==> src/rtl/accum_pkg.sv <==
// Shared definitions for the accumulator read-out sequencer.
// Holds the block geometry, the drain FSM state encoding, the FIFO beat
// layout and the lane-masking helper used on the return path.
package accum_pkg;

    localparam int NUM_BANKS  = 4;
    localparam int ADDR_WIDTH = 9;
    localparam int ZONE_WIDTH = 2;
    localparam int DATA_WIDTH = 64;
    localparam int FIFO_DEPTH = 4;
    localparam int CNT_WIDTH  = $clog2(FIFO_DEPTH) + 1;
    localparam int ROW_WIDTH  = NUM_BANKS * DATA_WIDTH;

    typedef enum logic [1:0] {IDLE, ISSUE, DRAIN, FINISH} drain_state_e;

    typedef struct packed {
        logic                                 last;
        logic [NUM_BANKS-1:0][DATA_WIDTH-1:0] data;
    } drain_beat_t;

    // Zero every bank lane whose mask bit is clear.
    function automatic logic [ROW_WIDTH-1:0] mask_lanes(
        input logic [ROW_WIDTH-1:0] row,
        input logic [NUM_BANKS-1:0] mask
    );
        logic [ROW_WIDTH-1:0] res;
        res = '0;
        for (int b = 0; b < NUM_BANKS; b++) begin
            res[b*DATA_WIDTH +: DATA_WIDTH] = mask[b] ? row[b*DATA_WIDTH +: DATA_WIDTH] : '0;
        end
        return res;
    endfunction

endpackage

==> src/rtl/accum_drain_ctrl_if.sv <==
// Channel bundle of the read-out sequencer.
//   start_*  : drain request (valid/ready), zone, bank mask, first row, row count
//   rd_*     : read command towards the accumulator (valid/ready)
//   rvalid/rdata : read return, no backpressure
//   out_*    : beat stream towards the store/pack unit (valid/ready, last)
// The slave modport is the sequencer side, master is the surrounding system.
interface accum_drain_ctrl_if;
    import accum_pkg::*;

    logic                  start_valid;
    logic                  start_ready;
    logic [ZONE_WIDTH-1:0] start_zone_id;
    logic [NUM_BANKS-1:0]  start_mask;
    logic [ADDR_WIDTH-1:0] start_addr;
    logic [ADDR_WIDTH:0]   start_len;

    logic                  rd_valid;
    logic                  rd_ready;
    logic [ZONE_WIDTH-1:0] rd_zone_id;
    logic [NUM_BANKS-1:0]  rd_mask;
    logic [ADDR_WIDTH-1:0] rd_addr;

    logic                  rvalid;
    logic [ROW_WIDTH-1:0]  rdata;

    logic                  out_valid;
    logic                  out_ready;
    logic [ROW_WIDTH-1:0]  out_data;
    logic                  out_last;

    modport slave (
        input  start_valid, start_zone_id, start_mask, start_addr, start_len,
        output start_ready,
        output rd_valid, rd_zone_id, rd_mask, rd_addr,
        input  rd_ready,
        input  rvalid, rdata,
        output out_valid, out_data, out_last,
        input  out_ready
    );

    modport master (
        output start_valid, start_zone_id, start_mask, start_addr, start_len,
        input  start_ready,
        input  rd_valid, rd_zone_id, rd_mask, rd_addr,
        output rd_ready,
        output rvalid, rdata,
        input  out_valid, out_data, out_last,
        output out_ready
    );

endinterface

==> src/rtl/accum_drain_fifo.sv <==
// Synchronous FIFO holding returned read beats.
// Ports: clk, rst (async, active-high), push/push_data, pop/pop_data,
//        full, empty, count (occupancy, 0..DEPTH).
// pop_data is read straight from storage, so a beat written on one edge is
// visible from the next cycle on and stays stable until it is popped.
module accum_drain_fifo #(
    parameter int WIDTH = 8,
    parameter int DEPTH = 4
) (
    input  logic                     clk,
    input  logic                     rst,
    input  logic                     push,
    input  logic [WIDTH-1:0]         push_data,
    input  logic                     pop,
    output logic [WIDTH-1:0]         pop_data,
    output logic                     full,
    output logic                     empty,
    output logic [$clog2(DEPTH):0]   count
);
    localparam int PTR_W = $clog2(DEPTH);
    localparam logic [PTR_W:0] DEPTH_C = (PTR_W + 1)'(DEPTH);

    logic [WIDTH-1:0] mem [DEPTH];
    logic [PTR_W-1:0] wr_ptr;
    logic [PTR_W-1:0] rd_ptr;
    logic             do_push;
    logic             do_pop;

    assign full     = (count == DEPTH_C);
    assign empty    = (count == '0);
    // A push while full is accepted only when a pop frees the slot that cycle.
    assign do_push  = push && (!full || pop);
    assign do_pop   = pop && !empty;
    assign pop_data = mem[rd_ptr];

    always_ff @(posedge clk) begin
        if (do_push) begin
            mem[wr_ptr] <= push_data;
        end
    end

    always_ff @(posedge clk or posedge rst) begin
        if (rst) begin
            wr_ptr <= '0;
            rd_ptr <= '0;
            count  <= '0;
        end else begin
            if (do_push) wr_ptr <= wr_ptr + 1'b1;
            if (do_pop)  rd_ptr <= rd_ptr + 1'b1;
            case ({do_push, do_pop})
                2'b10:   count <= count + 1'b1;
                2'b01:   count <= count - 1'b1;
                default: count <= count;
            endcase
        end
    end

endmodule

==> src/rtl/accum_drain_ctrl.sv <==
// Accumulator read-out sequencer.
// Ports: clk, rst (async, active-high); bus (slave side of the start, read
//        command, read return and output beat channels); busy (not IDLE);
//        done (one-cycle pulse at drain completion); err (sticky, read data
//        arrived with nothing outstanding, cleared when a start is accepted).
// Read commands are throttled by a credit count so that every outstanding
// read already owns a FIFO slot; returns can therefore never be refused.
module accum_drain_ctrl
    import accum_pkg::*;
(
    input  logic                clk,
    input  logic                rst,
    accum_drain_ctrl_if.slave   bus,
    output logic                busy,
    output logic                done,
    output logic                err
);
    drain_state_e          state;
    drain_state_e          state_nxt;

    logic [ZONE_WIDTH-1:0] zone_q;
    logic [NUM_BANKS-1:0]  mask_q;
    logic [ADDR_WIDTH-1:0] addr_q;
    logic [ADDR_WIDTH:0]   len_q;
    logic [ADDR_WIDTH:0]   issued;
    logic [ADDR_WIDTH:0]   ret_cnt;
    logic [CNT_WIDTH-1:0]  outstanding;
    logic [CNT_WIDTH-1:0]  fifo_count;

    logic                  start_ready_c;
    logic                  rd_valid_c;
    logic                  start_fire;
    logic                  rd_fire;
    logic                  ret_ok;
    logic                  pop_fire;
    logic                  fifo_empty;
    logic                  fifo_full;
    logic                  credit_ok;
    logic [CNT_WIDTH:0]    credit_used;
    drain_beat_t           push_beat;
    drain_beat_t           pop_beat;

    // Slots already spoken for: beats waiting in the FIFO plus reads in flight.
    assign credit_used = {1'b0, outstanding} + {1'b0, fifo_count};
    assign credit_ok   = credit_used < (CNT_WIDTH + 1)'(FIFO_DEPTH);

    assign start_fire  = bus.start_valid && start_ready_c;
    assign rd_fire     = rd_valid_c && bus.rd_ready;
    assign ret_ok      = bus.rvalid && (outstanding != '0);
    assign pop_fire    = bus.out_ready && !fifo_empty;

    always_ff @(posedge clk or posedge rst) begin
        if (rst) state <= IDLE;
        else     state <= state_nxt;
    end

    always_comb begin
        state_nxt     = state;
        start_ready_c = 1'b0;
        rd_valid_c    = 1'b0;
        busy          = 1'b1;
        done          = 1'b0;
        case (state)
            IDLE: begin
                start_ready_c = 1'b1;
                busy          = 1'b0;
                if (bus.start_valid) begin
                    state_nxt = (bus.start_len == '0) ? FINISH : ISSUE;
                end
            end
            ISSUE: begin
                rd_valid_c = credit_ok;
                if (rd_valid_c && bus.rd_ready && (issued == len_q - 1'b1)) begin
                    state_nxt = DRAIN;
                end
            end
            DRAIN: begin
                if (pop_fire && pop_beat.last) state_nxt = FINISH;
            end
            FINISH: begin
                done      = 1'b1;
                state_nxt = IDLE;
            end
            default: state_nxt = IDLE;
        endcase
    end

    always_ff @(posedge clk or posedge rst) begin
        if (rst) begin
            zone_q      <= '0;
            mask_q      <= '0;
            addr_q      <= '0;
            len_q       <= '0;
            issued      <= '0;
            ret_cnt     <= '0;
            outstanding <= '0;
            err         <= 1'b0;
        end else begin
            if (start_fire) begin
                zone_q  <= bus.start_zone_id;
                mask_q  <= bus.start_mask;
                addr_q  <= bus.start_addr;
                len_q   <= bus.start_len;
                issued  <= '0;
                ret_cnt <= '0;
            end else begin
                if (rd_fire) begin
                    addr_q <= addr_q + 1'b1;
                    issued <= issued + 1'b1;
                end
                if (ret_ok) ret_cnt <= ret_cnt + 1'b1;
            end
            case ({rd_fire, ret_ok})
                2'b10:   outstanding <= outstanding + 1'b1;
                2'b01:   outstanding <= outstanding - 1'b1;
                default: outstanding <= outstanding;
            endcase
            // A stray return wins over the clear so it is never hidden.
            if (bus.rvalid && (outstanding == '0)) err <= 1'b1;
            else if (start_fire)                   err <= 1'b0;
        end
    end

    assign push_beat.last = (ret_cnt == len_q - 1'b1);
    assign push_beat.data = mask_lanes(bus.rdata, mask_q);

    accum_drain_fifo #(
        .WIDTH ($bits(drain_beat_t)),
        .DEPTH (FIFO_DEPTH)
    ) u_fifo (
        .clk       (clk),
        .rst       (rst),
        .push      (ret_ok),
        .push_data (push_beat),
        .pop       (pop_fire),
        .pop_data  (pop_beat),
        .full      (fifo_full),
        .empty     (fifo_empty),
        .count     (fifo_count)
    );

    // The credit rule must make a push into a full FIFO impossible.
    assert property (@(posedge clk) disable iff (rst) !(fifo_full && ret_ok && !pop_fire));

    assign bus.start_ready = start_ready_c;
    assign bus.rd_valid    = rd_valid_c;
    assign bus.rd_zone_id  = zone_q;
    assign bus.rd_mask     = mask_q;
    assign bus.rd_addr     = addr_q;
    assign bus.out_valid   = !fifo_empty;
    // Storage is not reset, so beat fields are forced to zero while empty.
    assign bus.out_data    = fifo_empty ? '0 : pop_beat.data;
    assign bus.out_last    = !fifo_empty && pop_beat.last;

endmodule

==> src/flat_wrapper.sv <==
// flat-port wrapper written by rule: the top's interface ports become plain ports
module accum_drain_ctrl_flat import accum_pkg::*;
  (clk, rst, busy, done, err, bus_start_valid, bus_start_zone_id, bus_start_mask, bus_start_addr, bus_start_len, bus_start_ready, bus_rd_valid, bus_rd_zone_id, bus_rd_mask, bus_rd_addr, bus_rd_ready, bus_rvalid, bus_rdata, bus_out_valid, bus_out_data, bus_out_last, bus_out_ready);
  accum_drain_ctrl_if bus_i ();
  input  logic clk;
  input  logic rst;
  output logic busy;
  output logic done;
  output logic err;
  input wire logic [$bits(bus_i.start_valid)-1:0] bus_start_valid;
  input wire logic [$bits(bus_i.start_zone_id)-1:0] bus_start_zone_id;
  input wire logic [$bits(bus_i.start_mask)-1:0] bus_start_mask;
  input wire logic [$bits(bus_i.start_addr)-1:0] bus_start_addr;
  input wire logic [$bits(bus_i.start_len)-1:0] bus_start_len;
  output wire logic [$bits(bus_i.start_ready)-1:0] bus_start_ready;
  output wire logic [$bits(bus_i.rd_valid)-1:0] bus_rd_valid;
  output wire logic [$bits(bus_i.rd_zone_id)-1:0] bus_rd_zone_id;
  output wire logic [$bits(bus_i.rd_mask)-1:0] bus_rd_mask;
  output wire logic [$bits(bus_i.rd_addr)-1:0] bus_rd_addr;
  input wire logic [$bits(bus_i.rd_ready)-1:0] bus_rd_ready;
  input wire logic [$bits(bus_i.rvalid)-1:0] bus_rvalid;
  input wire logic [$bits(bus_i.rdata)-1:0] bus_rdata;
  output wire logic [$bits(bus_i.out_valid)-1:0] bus_out_valid;
  output wire logic [$bits(bus_i.out_data)-1:0] bus_out_data;
  output wire logic [$bits(bus_i.out_last)-1:0] bus_out_last;
  input wire logic [$bits(bus_i.out_ready)-1:0] bus_out_ready;
  assign bus_i.start_valid = bus_start_valid;
  assign bus_i.start_zone_id = bus_start_zone_id;
  assign bus_i.start_mask = bus_start_mask;
  assign bus_i.start_addr = bus_start_addr;
  assign bus_i.start_len = bus_start_len;
  assign bus_start_ready = bus_i.start_ready;
  assign bus_rd_valid = bus_i.rd_valid;
  assign bus_rd_zone_id = bus_i.rd_zone_id;
  assign bus_rd_mask = bus_i.rd_mask;
  assign bus_rd_addr = bus_i.rd_addr;
  assign bus_i.rd_ready = bus_rd_ready;
  assign bus_i.rvalid = bus_rvalid;
  assign bus_i.rdata = bus_rdata;
  assign bus_out_valid = bus_i.out_valid;
  assign bus_out_data = bus_i.out_data;
  assign bus_out_last = bus_i.out_last;
  assign bus_i.out_ready = bus_out_ready;
  accum_drain_ctrl u_core (.clk(clk), .rst(rst), .bus(bus_i), .busy(busy), .done(done), .err(err));
endmodule
==> config.mk <==
export PLATFORM = sky130hd
export DESIGN_NAME = accum_drain_ctrl_flat
export DESIGN_NICKNAME = d
export VERILOG_FILES = /design/src/rtl/accum_pkg.sv /design/src/rtl/accum_drain_ctrl_if.sv /design/src/rtl/accum_drain_fifo.sv /design/src/rtl/accum_drain_ctrl.sv /design/src/flat_wrapper.sv
export SDC_FILE = /design/constraint.sdc
export NUM_CORES = 1
export LEC_CHECK = 0
export BUFFER_PORTS_ARGS = -buffer_cell sky130_fd_sc_hd__buf_2
export CORE_AREA = 2 2 309 311
export DETAILED_ROUTE_END_ITERATION = 10
export DIE_AREA = 0 0 311 313
export GPL_ROUTABILITY_DRIVEN = 0
export GPL_TIMING_DRIVEN = 1
export PLACE_DENSITY = 0.67
export SETUP_SLACK_MARGIN = 0.15
export SYNTH_ARGS = -nofsm -noshare
export SYNTH_HDL_FRONTEND = slang
export SYNTH_SLANG_ARGS = --single-unit
==> constraint.sdc <==
create_clock -name clk -period 19.3 [get_ports clk]
set_clock_uncertainty 0.1 [all_clocks]
set_input_delay 3.86 -clock clk [delete_from_list [all_inputs] [get_ports clk]]
set_output_delay 3.86 -clock clk [all_outputs]
set_load 0.05 [all_outputs]
# Yosys cells after proc, flatten, opt, wreduce, memory -nomap -nowiden

Memory sizes are Yosys's and may differ from the RTL's.
Index checks and enable logic that the tools add are counted.

$add $sub $neg: 11
$lt $le $gt $ge: 1
Equal/unequal tests: 13
Mux-type cells: 26
Reductions and logical operators: 25

Operator list:

| cell                    | count |
|---|---|
| $mux W256               | 1 |
| $mux W64                | 4 |
| $mux W10                | 4 |
| $add A10 B1 Y10 const B | 2 |
| $eq A10 B10 Y1          | 2 |
| $mux W9                 | 2 |
| $pmux W3 S2             | 2 |
| $logic_and A1 B1 Y1     | 11 |
| $logic_not A10 Y1       | 1 |
| $reduce_bool A2 Y1      | 5 |
| $sub A10 B1 Y10 const B | 1 |
| $add A9 B1 Y9 const B   | 1 |
| $eq A2 B2 Y1 const B    | 4 |
| $mux W1                 | 8 |
| $mux W2                 | 4 |
| $pmux W2 S4             | 1 |
| $add A3 B1 Y3 const B   | 2 |
| $eq A2 B1 Y1 const B    | 3 |
| $logic_not A3 Y1        | 2 |
| $sub A3 B1 Y3 const B   | 2 |
| $add A2 B1 Y2 const B   | 2 |
| $add A3 B3 Y4           | 1 |
| $lt A4 B3 Y1 const B    | 1 |
| $ne A2 B1 Y1 const B    | 2 |
| other kinds (7)         | 8 |

Bits in registers: 58
RAM bits: 1028
Input bits: 287
Output and inout bits: 278
Word-level logic and storage cells: 89
Memories: 1

Memory list:

| name              | words | width | rd ports | clocked after memory_dff | write ports | RTL line               | text |
|---|---|---|---|---|---|---|---|
| u_core.u_fifo.mem | 4     | 257   | 1        | 0                        | 1           | accum_drain_fifo.sv:23 | `logic [WIDTH-1:0] mem [DEPTH];` |

# Logic depth before layout (Yosys ltp)

Gate-level depths: netlist of run 1.

Depth after elaboration: 7
Gate-level depth with buffers: 11
Gate-level depth less buffers: 10

# Cells and area by module

A second synthesis of run 1 with hierarchy kept.

Cell total of the unflattened synthesis: 2273
Area total of the unflattened synthesis: 43909.6 um2

Modules (own cells, without submodules):

| module           | times used | cells each | area an instance (um2) | sequential area each (um2) |
|---|---|---|---|---|
| accum_drain_fifo | 1          | 1382       | 37538.5                | 31044.8 |
| accum_drain_ctrl | 1          | 891        | 6371.1                 | 1276.2 |

# Worst setup path after synthesis of run 1

No wires, ideal clock.

Path kind: input to register
From: input port bus_rvalid
To: memory u_core.u_fifo.mem[0][0] (netlist bit) (enable)
Setup time: 0.651 ns
Arrival: 10.473 ns
Data required time: 18.549 ns
Path slack: 8.076 ns
Cell stages on the path: 4
Buffers on the path: 1
Path through: nor2b_1 clkbuf_1 o41a_1 and2_1

Longest elaborated chain between the ends: 4

Ends and longest elaborated chain:

| what                          | RTL line               | text |
|---|---|---|
| start, declared               | flat_wrapper.sv:21     | `input wire logic [$bits(bus_i.rvalid)-1:0] bus_rvalid;` |
| $logic_and A1 B1 Y1           | accum_drain_ctrl.sv:49 | `assign ret_ok = bus.rvalid && (outstanding != '0);` |
| $logic_and A1 B1 Y1           | accum_drain_fifo.sv:32 | `assign do_push = push && (!full \|\| pop);` |
| $mux W1                       | accum_drain_fifo.sv:37 | `if (do_push) begin` |
| $mux W1 (not written as such) | accum_drain_fifo.sv:38 | `mem[wr_ptr] <= push_data;` |
| end, declared                 | accum_drain_fifo.sv:23 |  |

No other way between the ends.

# Final worst setup path of run 1

From: register u_core.u_fifo.rd_ptr[0]
To: output port bus_out_data[144]

Longest elaborated chain between the ends: 2

Ends and longest elaborated chain:

| what                   | RTL line                | text |
|---|---|---|
| start, declared        | accum_drain_fifo.sv:25  | `logic [PTR_W-1:0] rd_ptr;` |
| start signal, assigned | accum_drain_fifo.sv:49  | `if (do_pop) rd_ptr <= rd_ptr + 1'b1;` |
| $mem_v2 Z4 W257        | -                       |  |
| $mux W256              | accum_drain_ctrl.sv:152 | `assign bus.out_data = fifo_empty ? '0 : pop_beat.data;` |
| end, declared          | flat_wrapper.sv:24      | `output wire logic [$bits(bus_i.out_data)-1:0] bus_out_data;` |

No other way between the ends.

==> impl_metrics.ini, run 1 <==
[timing]
rsz0062_at_grt = false
finalSetupViolations = 0
layout_setup_ws_ns = 10.84
tightest_slew_ns = 1.19
min_period_ns = 8.46
slew_headroom_pct = 20.7
fmax_mhz = 118
drv_slew = 0
fin_crit_sh_pct = 43.8
tns_ns = 0
hold_violations = 0

[yosys]
synthFlopType = edfxtp_1
syn_area_sq_um = 43800
yosysUniqueCellTypes = 48
seq_area_frac_synth_pct = 73.8
synthTopCellsByArea = edfxtp_1 (71%), mux4_2 (13%), and2_1 (7.5%), dfrtp_1 (3.3%), clkbuf_1 (0.76%)
yosysTopAreaCell = edfxtp_1
synth_nets = 2583
async_reset_ff_share_pct = 5.34
synth-seq-cells = 1086
synth_edf_count = 1028
synthCells = 2278
yosysWarnings = 0
synth_top_area_share_pct = 70.5
synth.avg_cell_area_sq_um = 19.2

[floorplanning]
start_util_pct = 46.5
die_h_microns = 313
rows = 113
ios = 565
core-area_sq_um = 94200
dieArea_sq_um = 97300
fp.dieW_microns = 311

[detailed_routing]
routed_wl_microns = 98200
vias = 22622
initialDrtViolationCount = 2125
drc = 0
first_pass_iters = 5
wl_per_cell_microns = 23.3
antenna_left = 0
viasPerCell = 5.37

[layout]
layout-drive-gt1-share_pct = 34.6
layout.cells.non_filler = 4213
final-seq-area_sq_um = 32300
multi_input_area_sq_um = 10900
finalInstanceArea_sq_um = 51400
syn2layout_area_growth_pct = 17.4
fillers = 7443
fin_nets = 3151

[critical_path]
worstSetupPathType = flip-flop to output pin
critical_path.startpoint_type = flip-flop
cp_max_fo = 47
end_kind = output pin
worstPathRequired_ns = 15.34
arrival_ns = 4.50

[clock_network]
hold_buffers = 0
cts_buffers = 110
clockBufferDepth = 3
clock-sinks = 1086
worstSkewPairLatency_ns = 0.67
cts_setup_buffers = 0
path_clk_slew_ns = 0.06
cts_tree = done
ctsResizeCount = 0
root_buffer = clkbuf_16
cts.htree.levels = 3

[placement]
post_dp_cell_area_sq_um = 47900
io_buffers = 564
hpwl_microns = 59500
dp_cells = 3999
place_ws_ns = 11.01

[grt]
grt_pass1_vias = 23948
grtUsageMet2_pct = 34.6
grt_overflow = 0
grt_usage_pct = 19.9
grt_max_degree = 143
antenna_found_initial = 22
grt_pass1_wl_microns = 148000
grt-busiest-layer = met2
met3_usage_pct = 3.36
grt_use_met1_pct = 25.1

[run_status]
run_status = complete, no violations

[min_path]
hold_path.class = flip-flop to flip-flop

[run]
drv_cap = 0
-- cells in the mapped netlist, types with 16 or more instances --
| master | n |
|---|---|
| nand2_1 | 69 |
| nor2_1 | 23 |
| clkbuf_1 | 89 |
| dfrtp_1 | 58 |
| xnor2_1 | 25 |
| xor2_1 | 27 |
| edfxtp_1 | 1028 |
| inv_1 | 20 |
| and2_1 | 522 |
| mux4_2 | 257 |
| buf_2 | 25 |
| ha_1 | 16 |
-- per-stage QoR --
stage	hold slack, ns	util (%)
after floorplan	0.368	-
after global placement	0.365	50.9
after detailed placement	0.363	50.9
after CTS	0.387	54.5
after global routing	0.435	54.5
final	0.387	54.6
-- state kept, by name (all words and copies together), names as in the netlist --
name,count
u_core.bus.rd_zone_id,2
u_core.u_fifo.rd_ptr,2
u_core.len_q,10
u_core.ret_cnt,10
u_core.err,1
u_core.bus.rd_mask,4
u_core.issued,10
u_core.outstanding,3
u_core.u_fifo.wr_ptr,2
u_core.u_fifo.mem,1028
u_core.state,2
u_core.u_fifo.count,3
u_core.bus.rd_addr,9
-- cell families after synthesis --
logic type / synth area share [%]
buffers and inverters: 1.38
AO/OA/AOI/OAI: 0.492
AND/OR/NAND/NOR: 9.07
adder cells (fa/ha/maj): 0.549
multiplexers: 13.4
XOR/XNOR: 1.30
flip-flops: 73.8
-- worst paths after layout --
check                                              start                   endpoint  slack, ns  cells past startpoint
worst max-delay path             u_core.u_fifo.rd_ptr[0]          bus_out_data[144]      10.84                      5
worst min-delay path            u_core.bus.rd_zone_id[1]   u_core.bus.rd_zone_id[1]       0.39                      2
worst max register to register     u_core.outstanding[0]  u_core.u_fifo.mem[1][201]      14.45                      6
worst min register to register  u_core.bus.rd_zone_id[1]   u_core.bus.rd_zone_id[1]       0.39                      2
max in group asynchronous                            rst    u_core.u_fifo.rd_ptr[0]      15.16                      3
min in group asynchronous                            rst      u_core.bus.rd_mask[1]       3.29                      3
-- metal layers --
metal	routed length [microns]	share of wire (%)	vias to the layer above
met3	4950	5.0	152
met4	2770	2.8	4
met5	26	0.026	-
li1	-	-	9961
met2	52000	53	685
met1	38500	39	11820
-- cell type report --
class | instances | share of cell area (%)
clock buffers | 137 | 5.78
well taps | 1265 | 3.08
clock inverters | 60 | 0.891
multi-input cells | 1042 | 21.1
repair buffers | 586 | 5.94
flip-flops and latches | 1086 | 62.9
inverters | 20 | 0.146
diodes | 17 | 0.0828
-- layout by cell type (no fill, tap or decap), drive strengths merged, types with 2 or more instances in the layout --
| cell | count |
|---|---|
| diode | 17 |
| xnor2 | 25 |
| clkbuf | 137 |
| o21ai | 15 |
| nand2 | 69 |
| and3 | 8 |
| nor3 | 9 |
| xor2 | 27 |
| o211ai | 2 |
| a31oi | 3 |
| mux2i | 6 |
| ha | 16 |
| and2 | 522 |
| dfrtp | 58 |
| bufinv | 6 |
| clkinv | 51 |
| nand3 | 12 |
| mux4 | 257 |
| or4 | 2 |
| inv | 23 |
| buf | 586 |
| nor2b | 2 |
| nor4 | 5 |
| a21oi | 4 |
| xnor3 | 5 |
| fa | 2 |
| edfxtp | 1028 |
| nor4b | 2 |
| nor2 | 24 |
| or3 | 3 |
| nand4 | 7 |
-- critical path: stages (launching register included) --
cell and delay, ns:
dfrtp_4 1.00, buf_4 0.84, buf_4 0.87, mux4_2 0.63
and2_1 0.19, buf_2 0.21
Power of run 1 is left out: the tool's default activity adds up to more than one toggle a clock period on the data nets, which glitch-free logic cannot reach.
==> run 2: changes to the inputs <==
==> constraint.sdc (replaced) <==
create_clock -name clk -period 8.3 [get_ports clk]
set_clock_uncertainty 0.1 [all_clocks]
set_input_delay 1.66 -clock clk [delete_from_list [all_inputs] [get_ports clk]]
set_output_delay 1.66 -clock clk [all_outputs]
set_load 0.05 [all_outputs]
==> impl_metrics.ini, run 2 (synthesis results as in run 1) <==
[layout]
fin_nets = 3149
largest_reg_flops = 1028
layout-drive-gt1-share_pct = 34.3
layout_commonest_cell = edfxtp_1
syn2layout_area_growth_pct = 17.4
final_cell_mix = edfxtp_1 (1028), buf_2 (564), and2_1 (517), mux4_2 (257), clkbuf_16 (111)
fillers = 7435
largest-register = u_core.u_fifo.mem

[timing]
drv_slew = 0
hold_violations = 0
tightest_slew_ns = 1.23
finalSetupViolations = 0
fmax_mhz = 184
rsz0062_at_grt = false
tns_ns = 0
min_period_ns = 5.43
slew_headroom_pct = 17.9
fin_crit_sh_pct = 65.4

[grt]
met3_usage_pct = 3.69
grt_use_met1_pct = 24.9
grt_usage_pct = 20.0
grt_pass1_vias = 23774
antenna_found_initial = 24
grt-busiest-layer = met2
grt_overflow = 0
grtUsageMet2_pct = 34.6
grt_pass1_wl_microns = 147000
grt_max_degree = 142

[clock_network]
cts_tree = done
cts_buffers = 108
path_clk_slew_ns = 0.06
cts_setup_buffers = 0
cts.htree.levels = 3
root_buffer = clkbuf_16
clock-sinks = 1086
hold_buffers = 0
ctsResizeCount = 0
worstSkewPairLatency_ns = 0.67
clockBufferDepth = 3

[critical_path]
arrival_ns = 3.67
r2r_setup_slack_ns = 4.58
worstSetupPathType = flip-flop to output pin
reg2reg_depth = 5
critical_path.startpoint_type = flip-flop
crit_path_end = bus_out_data[106]
r2r-start = u_core.outstanding[0]
cp-startpoint = u_core.u_fifo.rd_ptr[1]
end_kind = output pin
cp_max_fo = 68
worstPathRequired_ns = 6.54
reg2reg_to = u_core.u_fifo.mem[2][23]

[floorplanning]
start_util_pct = 46.5
core-area_sq_um = 94200
fp.dieW_microns = 311
die_h_microns = 313
rows = 113
dieArea_sq_um = 97300
ios = 565

[detailed_routing]
antenna_left = 0
initialDrtViolationCount = 1858
first_pass_iters = 7
viasPerCell = 5.34
routed_wl_microns = 98300
drc = 0
vias = 22500
wl_per_cell_microns = 23.3

[min_path]
worstHoldStart = u_core.bus.rd_zone_id[1]
hold_path.class = flip-flop to flip-flop

[placement]
io_buffers = 564
hpwl_microns = 58500

[run]
drv_cap = 0

[run_status]
run_status = complete, no violations
-- run 2: changes by cell type in the layout (fill, tap and decap cells not counted), moves of 2 or more --
cell | previous run | this run
clkinv_2 | 23 | 14
clkbuf_1 | 19 | 33
clkinv_1 | 26 | 20
clkbuf_16 | 113 | 111
buf_12 | 5 | 11
buf_4 | 17 | 11
inv_6 | 3 | 1
clkinvlp_4 | 0 | 5
-- run 2: layer usage --
layer / part of all wire, % / up-vias
li1: - / 9951
met3: 5.4 / 160
met1: 39 / 11682
met5: 0.041 / -
met4: 3.0 / 6
met2: 53 / 701
-- run 2: metrics by stage --
step / worst slack, ns / hold slack [ns] / utilization [%] / area (sq um) / instances
2_1_floorplan: 2.17 / 0.368 / - / 43800 / 2278
3_3_place_gp: 3.31 / 0.360 / 50.9 / 48000 / 3999
3_5_place_dp: 3.21 / 0.366 / 50.9 / 48000 / 3999
4_1_cts: 2.81 / 0.390 / 54.5 / 51300 / 4195
5_1_grt: 2.73 / 0.413 / 54.6 / 51400 / 4212
6_report: 2.87 / 0.386 / 54.6 / 51400 / 4213
-- run 2: how the worst min path moves through the flow --
stage                                     endpoint  cells after the start  slack, ns
after floorplan              u_core.outstanding[2]                      1       0.37
after global placement    u_core.bus.rd_zone_id[1]                      2       0.36
after detailed placement  u_core.bus.rd_zone_id[0]                      2       0.37
after CTS                 u_core.bus.rd_zone_id[0]                      2       0.39
after global routing      u_core.bus.rd_zone_id[1]                      2       0.41
final                     u_core.bus.rd_zone_id[1]                      2       0.39
-- run 2: layout make-up --
cell class	count	area, sq um	share of cell area, %
clock inverters	48	410	0.799
flip-flops and latches	1086	32300	62.9
clock buffers	148	2960	5.75
repair buffers	586	3130	6.08
well taps	1265	1580	3.08
diodes	18	45.0	0.0877
multi-input cells	1042	10900	21.1
inverters	20	75.1	0.146
-- run 2: worst max-delay path: stages (launching register included) --
cell and delay [ns]:
dfrtp_4 1.13, buf_4 0.83, mux4_2 0.42, and2_1 0.20, buf_2 0.22
Power of run 2 is left out for the same reason.
==> run 3: changes to the inputs <==
--- a/config.mk
+++ b/config.mk
@@ -11,7 +11,7 @@
 export DIE_AREA = 0 0 311 313
 export GPL_ROUTABILITY_DRIVEN = 0
 export GPL_TIMING_DRIVEN = 1
-export PLACE_DENSITY = 0.67
+export PLACE_DENSITY = 0.69
 export SETUP_SLACK_MARGIN = 0.15
 export SYNTH_ARGS = -nofsm -noshare
 export SYNTH_HDL_FRONTEND = slang
==> constraint.sdc (replaced) <==
create_clock -name clk -period 4.78 [get_ports clk]
set_clock_uncertainty 0.1 [all_clocks]
set_input_delay 0.956 -clock clk [delete_from_list [all_inputs] [get_ports clk]]
set_output_delay 0.956 -clock clk [all_outputs]
set_load 0.05 [all_outputs]
==> impl_metrics.ini, run 3 (synthesis results as in run 1) <==
[layout]
final_cell_mix = edfxtp_1 (1028), buf_2 (564), and2_1 (517), mux4_2 (257), clkbuf_16 (111)
fillers = 7254
finalInstanceArea_sq_um = 52300
layout-drive-gt1-share_pct = 36.1
largest-register = u_core.u_fifo.mem
syn2layout_area_growth_pct = 19.5
layout_commonest_cell = edfxtp_1
fin_util_pct = 55.6
largest_reg_flops = 1028
fin_nets = 3217

[min_path]
hold_path.class = input pin to asynchronous set/reset pin

[clock_network]
cts_tree = done
hold_buffers = 0
clockBufferDepth = 3
ctsResizeCount = 0
cts_setup_buffers = 0
clock-sinks = 1086
root_buffer = clkbuf_16
cts.htree.levels = 3
path_clk_slew_ns = 0.06
worstSkewPairLatency_ns = 0.68
cts_buffers = 110

[timing]
fin_crit_sh_pct = 84.9
hold_violations = 0
min_period_ns = 4.06
drv_slew = 0
slew_headroom_pct = 31.0
finalSetupViolations = 0
tightest_slew_ns = 1.04
rsz0062_at_grt = false
fmax_mhz = 246

[floorplanning]
die_h_microns = 313
fp.dieW_microns = 311
rows = 113
start_util_pct = 46.5
ios = 565
core-area_sq_um = 94200
dieArea_sq_um = 97300

[detailed_routing]
viasPerCell = 5.39
first_pass_iters = 7
wl_per_cell_microns = 23.9
drc = 0
routed_wl_microns = 102000
initialDrtViolationCount = 2074
antenna_left = 0
vias = 23069

[grt]
grt_pass1_vias = 24756
grt_pass1_wl_microns = 153000
antenna_found_initial = 17
grt_overflow = 0
grt_usage_pct = 20.8
grt_max_degree = 76

[placement]
hpwl_microns = 66000
io_buffers = 564
post_dp_cell_area_sq_um = 48800

[critical_path]
r2r-start = u_core.u_fifo.rd_ptr[1]
slowest_delay_ns = 0.81
critPathSlowestCell = or3_4
arrival_ns = 3.00
end_kind = output pin
reg2reg_depth = 7
cp-startpoint = u_core.u_fifo.count[0]
critical_path.startpoint_type = flip-flop
cp_cell_sequence = or3_4, buf_12, and2_1, buf_2
worstPathRequired_ns = 3.72
r2r_setup_slack_ns = 1.72
path_delay_family = simple AND/OR/NAND/NOR gates
worstSetupPathType = flip-flop to output pin
cp_max_fo = 69
crit_buf_inv = 2
reg2reg_to = u_core.state[0]

[run]
drv_cap = 0

[run_status]
run_status = complete, no violations
==> run 3: cell types whose count changed in the layout (fill, tap and decap cells not counted), moves of 4 or more <==
cell	change
buf_12	+25
clkbuf_1	-13
diode_2	-5
clkbuf_8	-4
clkinv_1	+4
buf_4	+41
==> run 3: worst reg2reg max path: stages, from the launching register on <==
cell	delay, ns
dfrtp_4	1.05
buf_4	0.38
mux4_2	0.27
nand3_1	0.10
a2bb2oi_1	0.26
nand4_1	0.15
o32ai_2	0.43
mux2i_1	0.24
==> run 3: metal layers <==
metal	vias to the layer above	part of all wire, %	GRT usage, %
met4	4	3.1	8.50
met3	150	6.0	3.97
met1	12008	39	26.3
met5	-	0.023	0
met2	795	52	35.5
li1	10112	-	-
==> run 3: worst max path at each step <==
stage	endpoint	slack, ns	depth (start not counted)
after floorplan	u_core.u_fifo.mem[0][0]	-0.65	4
after global placement	bus_out_data[23]	1.42	4
after detailed placement	bus_out_data[122]	1.40	5
after CTS	bus_out_data[122]	0.64	5
after global routing	bus_out_data[23]	0.56	4
final	bus_out_data[177]	0.72	4
==> run 3: metrics by stage <==
stage               hold WS [ns]  cells  setup TNS [ns]  setup slack [ns]
detailed placement         0.380   4065               0              1.40
CTS                        0.211   4266               0             0.638
finish                     0.257   4279               0             0.720
floorplan                  0.368   2278         -664.02            -0.646
global route               0.278   4279               0             0.562
global placement           0.358   4065               0              1.42
==> run 3: cell type report <==
type                       instances  area (sq um)  area share, %
sequential                      1086         32300           61.8
timing repair buffer             652          3930           7.52
clock buffer                     131          2850           5.45
multi-input combinational       1042         10900           20.8
inverter                          20          75.1          0.143
clock inverter                    70           647           1.24
antenna                           13          32.5         0.0622
tap                             1265          1580           3.03
Power of run 3 is left out for the same reason.
